`config.mk`:
```
export PLATFORM = sky130hd
export DESIGN_NAME = conv3x3_window
export DESIGN_NICKNAME = d
export VERILOG_FILES = /design/src/rtl/conv3x3_window.sv
export SDC_FILE = /design/constraint.sdc
export NUM_CORES = 1
export LEC_CHECK = 0
export BUFFER_PORTS_ARGS = -buffer_cell sky130_fd_sc_hd__buf_2
export CORE_ASPECT_RATIO = 0.8
export CORE_MARGIN = 1
export CORE_UTILIZATION = 50
export DETAILED_ROUTE_END_ITERATION = 10
export PLACE_DENSITY = 0.73
export SYNTH_ARGS = -nofsm -noshare
export SYNTH_HDL_FRONTEND = slang
export SYNTH_SLANG_ARGS = --single-unit
```
`constraint.sdc`:
```
create_clock -name clk -period 7.78 [get_ports clk]
set_input_delay 1.556 -clock clk [delete_from_list [all_inputs] [get_ports clk]]
set_output_delay 1.556 -clock clk [all_outputs]
set_load 0.005 [all_outputs]
```
`src/rtl/conv3x3_window.sv`:
```
// conv3x3_window: 3x3 sliding-window filter over column beats from three line-buffer banks.
// Each accepted beat is one image column (top/mid/bot pixel). One filtered pixel is
// produced per column, tagged with its column index. The left edge is replicated on the
// first column. The right edge is replicated by an automatic flush after the last column.
module conv3x3_window #(
  parameter int IMG_W = 256,
  parameter int PIX_W = 8
) (
  input  logic                     clk,
  input  logic                     rst,
  input  logic                     start,
  input  logic                     in_valid,
  input  logic [PIX_W-1:0]         bank0_pix,
  input  logic [PIX_W-1:0]         bank1_pix,
  input  logic [PIX_W-1:0]         bank2_pix,
  input  logic [2:0]               top_sel,
  input  logic [1:0]               mode,
  output logic                     out_valid,
  output logic [PIX_W-1:0]         out_pix,
  output logic [$clog2(IMG_W)-1:0] out_col
);

  localparam int COL_W = $clog2(IMG_W);
  localparam int COLP  = 3 * PIX_W;    // one column packed as {top, mid, bot}
  localparam int SW    = 13;           // signed width covering every kernel result

  // Front end: column counter and the two most recent columns.
  logic [COL_W-1:0] col_q, col_d;
  logic [COLP-1:0]  win_c_q, win_c_d;  // column k-1 after accepting column k
  logic [COLP-1:0]  win_r_q, win_r_d;  // column k   after accepting column k
  logic             flush_q, flush_d;  // the last column still has to be emitted

  // Stage 1: captured window, mode and column tag.
  logic             s1_vld_q, s1_vld_d;
  logic [1:0]       s1_mode_q;
  logic [COL_W-1:0] s1_col_q, s1_col_d;
  logic [COLP-1:0]  s1_l_q, s1_c_q, s1_r_q, s1_r_d;

  // Stage 2: kernel sum.
  logic                 s2_vld_q;
  logic [1:0]           s2_mode_q;
  logic [COL_W-1:0]     s2_col_q;
  logic signed [SW-1:0] s2_val_q, s2_val_d;

  logic [COLP-1:0]      new_col;
  logic [PIX_W-1:0]     pix_d;
  logic signed [SW-1:0] abs_v;
  logic signed [SW-1:0] tl, ml, bl, tc, mc, bc, tr, mr, br;
  logic                 col_last;

  // Rotate the three banks into top/mid/bot order. A non-one-hot select behaves like 001.
  always_comb begin
    new_col = {bank0_pix, bank1_pix, bank2_pix};
    case (top_sel)
      3'b010:  new_col = {bank1_pix, bank2_pix, bank0_pix};
      3'b100:  new_col = {bank2_pix, bank0_pix, bank1_pix};
      default: new_col = {bank0_pix, bank1_pix, bank2_pix};
    endcase
  end

  assign col_last = (col_q == COL_W'(IMG_W - 1));

  // Next state of the counter, the window, and the stage-1 capture. L and C always come from
  // the held window. R is the incoming column, or C again when flushing the right edge.
  always_comb begin
    col_d    = col_q;
    win_c_d  = win_c_q;
    win_r_d  = win_r_q;
    flush_d  = 1'b0;
    s1_vld_d = 1'b0;
    s1_col_d = s1_col_q;
    s1_r_d   = s1_r_q;
    if (flush_q) begin
      s1_vld_d = 1'b1;
      s1_col_d = COL_W'(IMG_W - 1);
      s1_r_d   = win_r_q;
    end
    if (in_valid) begin
      col_d   = col_last ? '0 : col_q + 1'b1;
      flush_d = col_last;
      win_r_d = new_col;
      if (col_q == '0) begin
        // First column primes the window and doubles as its own left neighbour.
        win_c_d = new_col;
      end else begin
        win_c_d  = win_r_q;
        s1_vld_d = 1'b1;
        s1_col_d = col_q - 1'b1;
        s1_r_d   = new_col;
      end
    end
  end

  // Counter, window and flush registers. start clears them and takes priority over in_valid.
  always_ff @(posedge clk or posedge rst) begin
    if (rst) begin
      col_q   <= '0;
      win_c_q <= '0;
      win_r_q <= '0;
      flush_q <= 1'b0;
    end else if (start) begin
      col_q   <= '0;
      win_c_q <= '0;
      win_r_q <= '0;
      flush_q <= 1'b0;
    end else begin
      col_q   <= col_d;
      win_c_q <= win_c_d;
      win_r_q <= win_r_d;
      flush_q <= flush_d;
    end
  end

  // Stage 1: latch the window, mode and column tag of the pixel being emitted.
  always_ff @(posedge clk or posedge rst) begin
    if (rst) begin
      s1_vld_q  <= 1'b0;
      s1_mode_q <= '0;
      s1_col_q  <= '0;
      s1_l_q    <= '0;
      s1_c_q    <= '0;
      s1_r_q    <= '0;
    end else if (start) begin
      s1_vld_q <= 1'b0;
    end else begin
      s1_vld_q <= s1_vld_d;
      if (s1_vld_d) begin
        s1_mode_q <= mode;
        s1_col_q  <= s1_col_d;
        s1_l_q    <= win_c_q;
        s1_c_q    <= win_r_q;
        s1_r_q    <= s1_r_d;
      end
    end
  end

  // Unpack the window into zero-extended signed taps.
  assign tl = $signed(SW'(s1_l_q[COLP-1 -: PIX_W]));
  assign ml = $signed(SW'(s1_l_q[2*PIX_W-1 -: PIX_W]));
  assign bl = $signed(SW'(s1_l_q[PIX_W-1:0]));
  assign tc = $signed(SW'(s1_c_q[COLP-1 -: PIX_W]));
  assign mc = $signed(SW'(s1_c_q[2*PIX_W-1 -: PIX_W]));
  assign bc = $signed(SW'(s1_c_q[PIX_W-1:0]));
  assign tr = $signed(SW'(s1_r_q[COLP-1 -: PIX_W]));
  assign mr = $signed(SW'(s1_r_q[2*PIX_W-1 -: PIX_W]));
  assign br = $signed(SW'(s1_r_q[PIX_W-1:0]));

  // Kernel sums. Blur peaks at 4080, sobel-x lies in +/-1020, sharpen in -1020..1275.
  always_comb begin
    s2_val_d = '0;
    case (s1_mode_q)
      2'b00:   s2_val_d = mc;
      2'b01:   s2_val_d = tl + 13'sd2 * ml + bl
                        + 13'sd2 * tc + 13'sd4 * mc + 13'sd2 * bc
                        + tr + 13'sd2 * mr + br;
      2'b10:   s2_val_d = (tr + 13'sd2 * mr + br) - (tl + 13'sd2 * ml + bl);
      default: s2_val_d = 13'sd5 * mc - tc - bc - ml - mr;
    endcase
  end

  // Stage 2: register the kernel sum with its mode and column tag.
  always_ff @(posedge clk or posedge rst) begin
    if (rst) begin
      s2_vld_q  <= 1'b0;
      s2_mode_q <= '0;
      s2_col_q  <= '0;
      s2_val_q  <= '0;
    end else if (start) begin
      s2_vld_q <= 1'b0;
    end else begin
      s2_vld_q <= s1_vld_q;
      if (s1_vld_q) begin
        s2_mode_q <= s1_mode_q;
        s2_col_q  <= s1_col_q;
        s2_val_q  <= s2_val_d;
      end
    end
  end

  assign abs_v = s2_val_q[SW-1] ? -s2_val_q : s2_val_q;

  // Normalise each mode's sum into an 8-bit pixel.
  always_comb begin
    pix_d = '0;
    case (s2_mode_q)
      2'b00:   pix_d = PIX_W'(s2_val_q);
      2'b01:   pix_d = PIX_W'((s2_val_q + 13'sd8) >>> 4);
      2'b10:   pix_d = (abs_v > 13'sd255) ? 8'd255 : PIX_W'(abs_v);
      default: begin
        if (s2_val_q < 13'sd0)        pix_d = 8'd0;
        else if (s2_val_q > 13'sd255) pix_d = 8'd255;
        else                          pix_d = PIX_W'(s2_val_q);
      end
    endcase
  end

  // Stage 3: output registers. Pixel and column hold their last value while not valid.
  always_ff @(posedge clk or posedge rst) begin
    if (rst) begin
      out_valid <= 1'b0;
      out_pix   <= '0;
      out_col   <= '0;
    end else if (start) begin
      out_valid <= 1'b0;
      out_pix   <= '0;
      out_col   <= '0;
    end else begin
      out_valid <= s2_vld_q;
      if (s2_vld_q) begin
        out_pix <= pix_d;
        out_col <= s2_col_q;
      end
    end
  end

endmodule

```
==> impl_results.md <==
- Clock buffer count from CTS: 17
- Hold-fix buffer count after cts: 0
- Netlist area before placement: 0.0128 mm^2
- Synth Area per Inst: 9.11 um^2
- Final setup violation count: 0
- Number of enable-type register cells in the synthesized netlist: 0
- Largest cells by area after synthesis: sky130_fd_sc_hd__dfrtp_1 35%, sky130_fd_sc_hd__fa_1 13%, sky130_fd_sc_hd__ha_1 7.8%
- Max-Cap Viols: 0
- Type of element launching the critical path: flip-flop
- Nets: 1620
- Vias per inst: 5.65
- Clock latency on the worst-skew pair: 450 ps
- Gates resized, CTS repair: 0
- Overflow after GRT: 0
- Final total negative setup slack: 0 ps
- Pin count of the biggest net entering global routing: 104
- TritonCTS Sinks: 181
- Portion of the post-synthesis area used by sequential elements: 0.353
- Die outline area: 0.0263 mm^2
- Detailed placer's ending HPWL: 22600 um
- FMAX: 178 MHz
- Number of antenna cells inserted: 0
- Number of design-rule violations left by the first detailed-router iteration: 879
- Site row count: 52
- Share of the cycle needed by the critical path after routing: 0.722
- Deepest clock path buffer count: 2
- Max-slew violation count: 0
- Worst-margin pin slew: 1010 ps
- Synth Instances: 1409
- Nets in the synthesized netlist: 1608
- Max transition margin: 0.324
- Cell area power density: 518 mW/mm^2
- I/O pin total: 50
- Final routed wirelength across all metal layers: 30400 um
- Share of total power in the clock network: 0.122
- Wire length of the first global-routing pass: 50500 um
- Worst min path class: flip-flop to flip-flop
- Final weighted congestion of routability-driven global placement: 0.900
- Fin Clk Skew: 17.2 ps
- Count of warnings emitted by yosys: 0
- Core footprint: 0.0252 mm^2
- Number of H-tree branching levels: 4
- DRC violations left: 0
- Router iterations before antenna repair: 5
- Clock-pin slew of the registers on the worst-case setup and hold paths: 80 ps
- Fraction of layout cells with a size suffix above 1: 0.0767
- Number of synthesized register bits: 181
- Critical Path Sink Type: flip-flop
- Final period demand of the worst path: 5620 ps
- CTS tree: built
- Vias in the first global route: 9782
- Width of the die: 181 um
- Cell chosen for the clock root: sky130_fd_sc_hd__clkbuf_16
- Antenna violations before repair: 0
- Result of the run: finished clean
- Relative contribution of combinational cells to total power: 0.693
- Primary FF master, synth: sky130_fd_sc_hd__dfrtp_1
- Peak fanout along the critical path: 4
- Number of nets with antenna violations after routing: 0
- Cell type with the highest aggregate area in the netlist: sky130_fd_sc_hd__dfrtp_1
- Chip Height: 145 um
- Fraction of registers with async set/reset: 1.00
- Overall track demand over capacity in global routing: 0.242
- Part of the total power dissipated in sequential elements: 0.185
- Leak Pwr: 6.64 nW
- Number of buffers inserted to repair setup after CTS: 0
- Cell-internal power: 3.79 mW
- Initial core utilization: 0.509
- Total via count after detailed routing: 9932
- Maximum vdd ir drop: 0.375 mV
- Synth-to-Final Area Change: 8.45%
- Sw frac: 0.475
- Number of failing hold endpoints at the final stage: 0
- P_sw: 3.43 mW
- Setup CP Type: flip-flop to flip-flop
- Portion of synthesized cell area occupied by the leading cell type: 0.353
- Critical Path AT: 5970 ps
- Pwr Total: 7.22 mW
- Average wire per standard cell: 17.3 um
- RSZ-0062 raised after global routing: false
- Worst Path Required: 8130 ps
- Buffers on Ports: 49
- Number of unique standard cell types used by synthesis: 63
-- synthesized netlist by cell type, types with 11 or more instances --
| library cell | number |
|---|---|
| sky130_fd_sc_hd__nand2_1 | 194 |
| sky130_fd_sc_hd__dfrtp_1 | 181 |
| sky130_fd_sc_hd__inv_1 | 176 |
| sky130_fd_sc_hd__nor2_1 | 105 |
| sky130_fd_sc_hd__a21oi_1 | 93 |
| sky130_fd_sc_hd__fa_1 | 86 |
| sky130_fd_sc_hd__ha_1 | 80 |
| sky130_fd_sc_hd__o21ai_0 | 65 |
| sky130_fd_sc_hd__o21ai_1 | 60 |
| sky130_fd_sc_hd__clkbuf_1 | 55 |
| sky130_fd_sc_hd__xor2_1 | 32 |
| sky130_fd_sc_hd__a211oi_1 | 31 |
| sky130_fd_sc_hd__xnor2_1 | 27 |
| sky130_fd_sc_hd__a22o_1 | 25 |
| sky130_fd_sc_hd__a22oi_1 | 24 |
| sky130_fd_sc_hd__a21o_1 | 15 |
| sky130_fd_sc_hd__nand3_1 | 14 |
| sky130_fd_sc_hd__nor2b_1 | 11 |
-- per-layer routing --
metal	wire (um)	share of wire	track usage
met5	0	0	0
met4	443	0.015	0.0589
met3	1240	0.041	0.0433
met2	14200	0.47	0.380
met1	14500	0.48	0.348
-- sequential cells by signal, indices dropped and copies added (netlist names), 13 cells and up --
| register | cells |
|---|---|
| s1_l_q | 24 |
| s2_val_q | 13 |
| win_r_q | 24 |
| s1_c_q | 24 |
| s1_r_q | 24 |
| win_c_q | 24 |
-- area by class of cell --
cell class,instances,area (um^2)
fillers,2237,11300
multi-input cells,983,7400
flip-flops and latches,181,4530
inverters,178,676
clock buffers,22,464
well taps,324,405
repair buffers,60,328
clock inverters,10,123
-- power by group through the flow --
stage | sequential (mW) | clock, mW | combinational [mW]
after global routing | 1.37 | 0.923 | 5.62
after CTS | 1.34 | 0.887 | 4.96
after detailed placement | 1.35 | 0 | 4.92
final | 1.34 | 0.878 | 5.00
after global placement | 1.34 | 0 | 4.80
after floorplan | 1.23 | 0 | 3.91
-- through the flow --
| stage | area, um^2 | hold WS, ps | utilization | setup slack (ps) | instances |
|---|---|---|---|---|---|
| final | 13900 | 464 | 0.552 | 2160 | 1758 |
| after global routing | 13900 | 505 | 0.552 | 1900 | 1758 |
| after CTS | 13900 | 467 | 0.552 | 2180 | 1758 |
| after detailed placement | 13300 | 450 | 0.528 | 2210 | 1726 |
| after global placement | 13300 | 448 | 0.528 | 2320 | 1726 |
| after floorplan | 12800 | 439 | - | 1310 | 1409 |
-- worst max-delay path, cell delays in order (launching register included) --
cell                       delay (ps)
sky130_fd_sc_hd__dfrtp_1          420
sky130_fd_sc_hd__fa_1             520
sky130_fd_sc_hd__ha_1             310
sky130_fd_sc_hd__a21o_1           180
sky130_fd_sc_hd__a21oi_1          270
sky130_fd_sc_hd__o21bai_1         120
sky130_fd_sc_hd__a21oi_1          240
sky130_fd_sc_hd__o21ai_0          180
sky130_fd_sc_hd__xor2_1           190
sky130_fd_sc_hd__ha_1             290
sky130_fd_sc_hd__inv_1             70
sky130_fd_sc_hd__fa_1             500
sky130_fd_sc_hd__fa_1             550
sky130_fd_sc_hd__inv_1             50
sky130_fd_sc_hd__ha_1             290
sky130_fd_sc_hd__ha_1             360
sky130_fd_sc_hd__o21ai_0          170
sky130_fd_sc_hd__nand2b_1          90
sky130_fd_sc_hd__nand2_1           80
sky130_fd_sc_hd__o21bai_1          70
sky130_fd_sc_hd__a21oi_1          150
sky130_fd_sc_hd__nor3b_1           60
sky130_fd_sc_hd__o32a_1           350
-- path summary, 6_finish.rpt --
check / start / end / slack, ps / depth (start not counted)
min in group asynchronous: rst / s2_val_q[12] / 1230 / 2
worst min register to register: s1_col_q[5] / s2_col_q[5] / 460 / 2
worst min-delay path: s1_col_q[5] / s2_col_q[5] / 460 / 2
worst max-delay path: s1_l_q[9] / s2_val_q[12] / 2160 / 22
worst max register to register: s1_l_q[9] / s2_val_q[12] / 2160 / 22
max in group asynchronous: rst / s1_col_q[3] / 5020 / 3
-- cells in the final DEF (no fill, tap or decap), drive strengths merged, types with 11 or more instances in the layout --
cell type,instances
nand3,14
buf,60
ha,80
dfrtp,181
nand2,194
a211oi,31
nor2b,11
fa,86
xnor2,27
a22o,25
inv,179
a21o,15
clkbuf,22
nor2,105
a22oi,24
o21ai,125
xor2,32
a21oi,94
-- cells by family after synthesis --
kind of cell,count (synthesis),share of synthesized area
compound gates,361,0.176
xor+xnor,59,0.0402
mux,18,0.0209
simple gates,379,0.126
flops,181,0.353
buf+inv,245,0.0720
fa+ha+maj,166,0.212
Note: power is estimated with default switching activity, not from simulation.
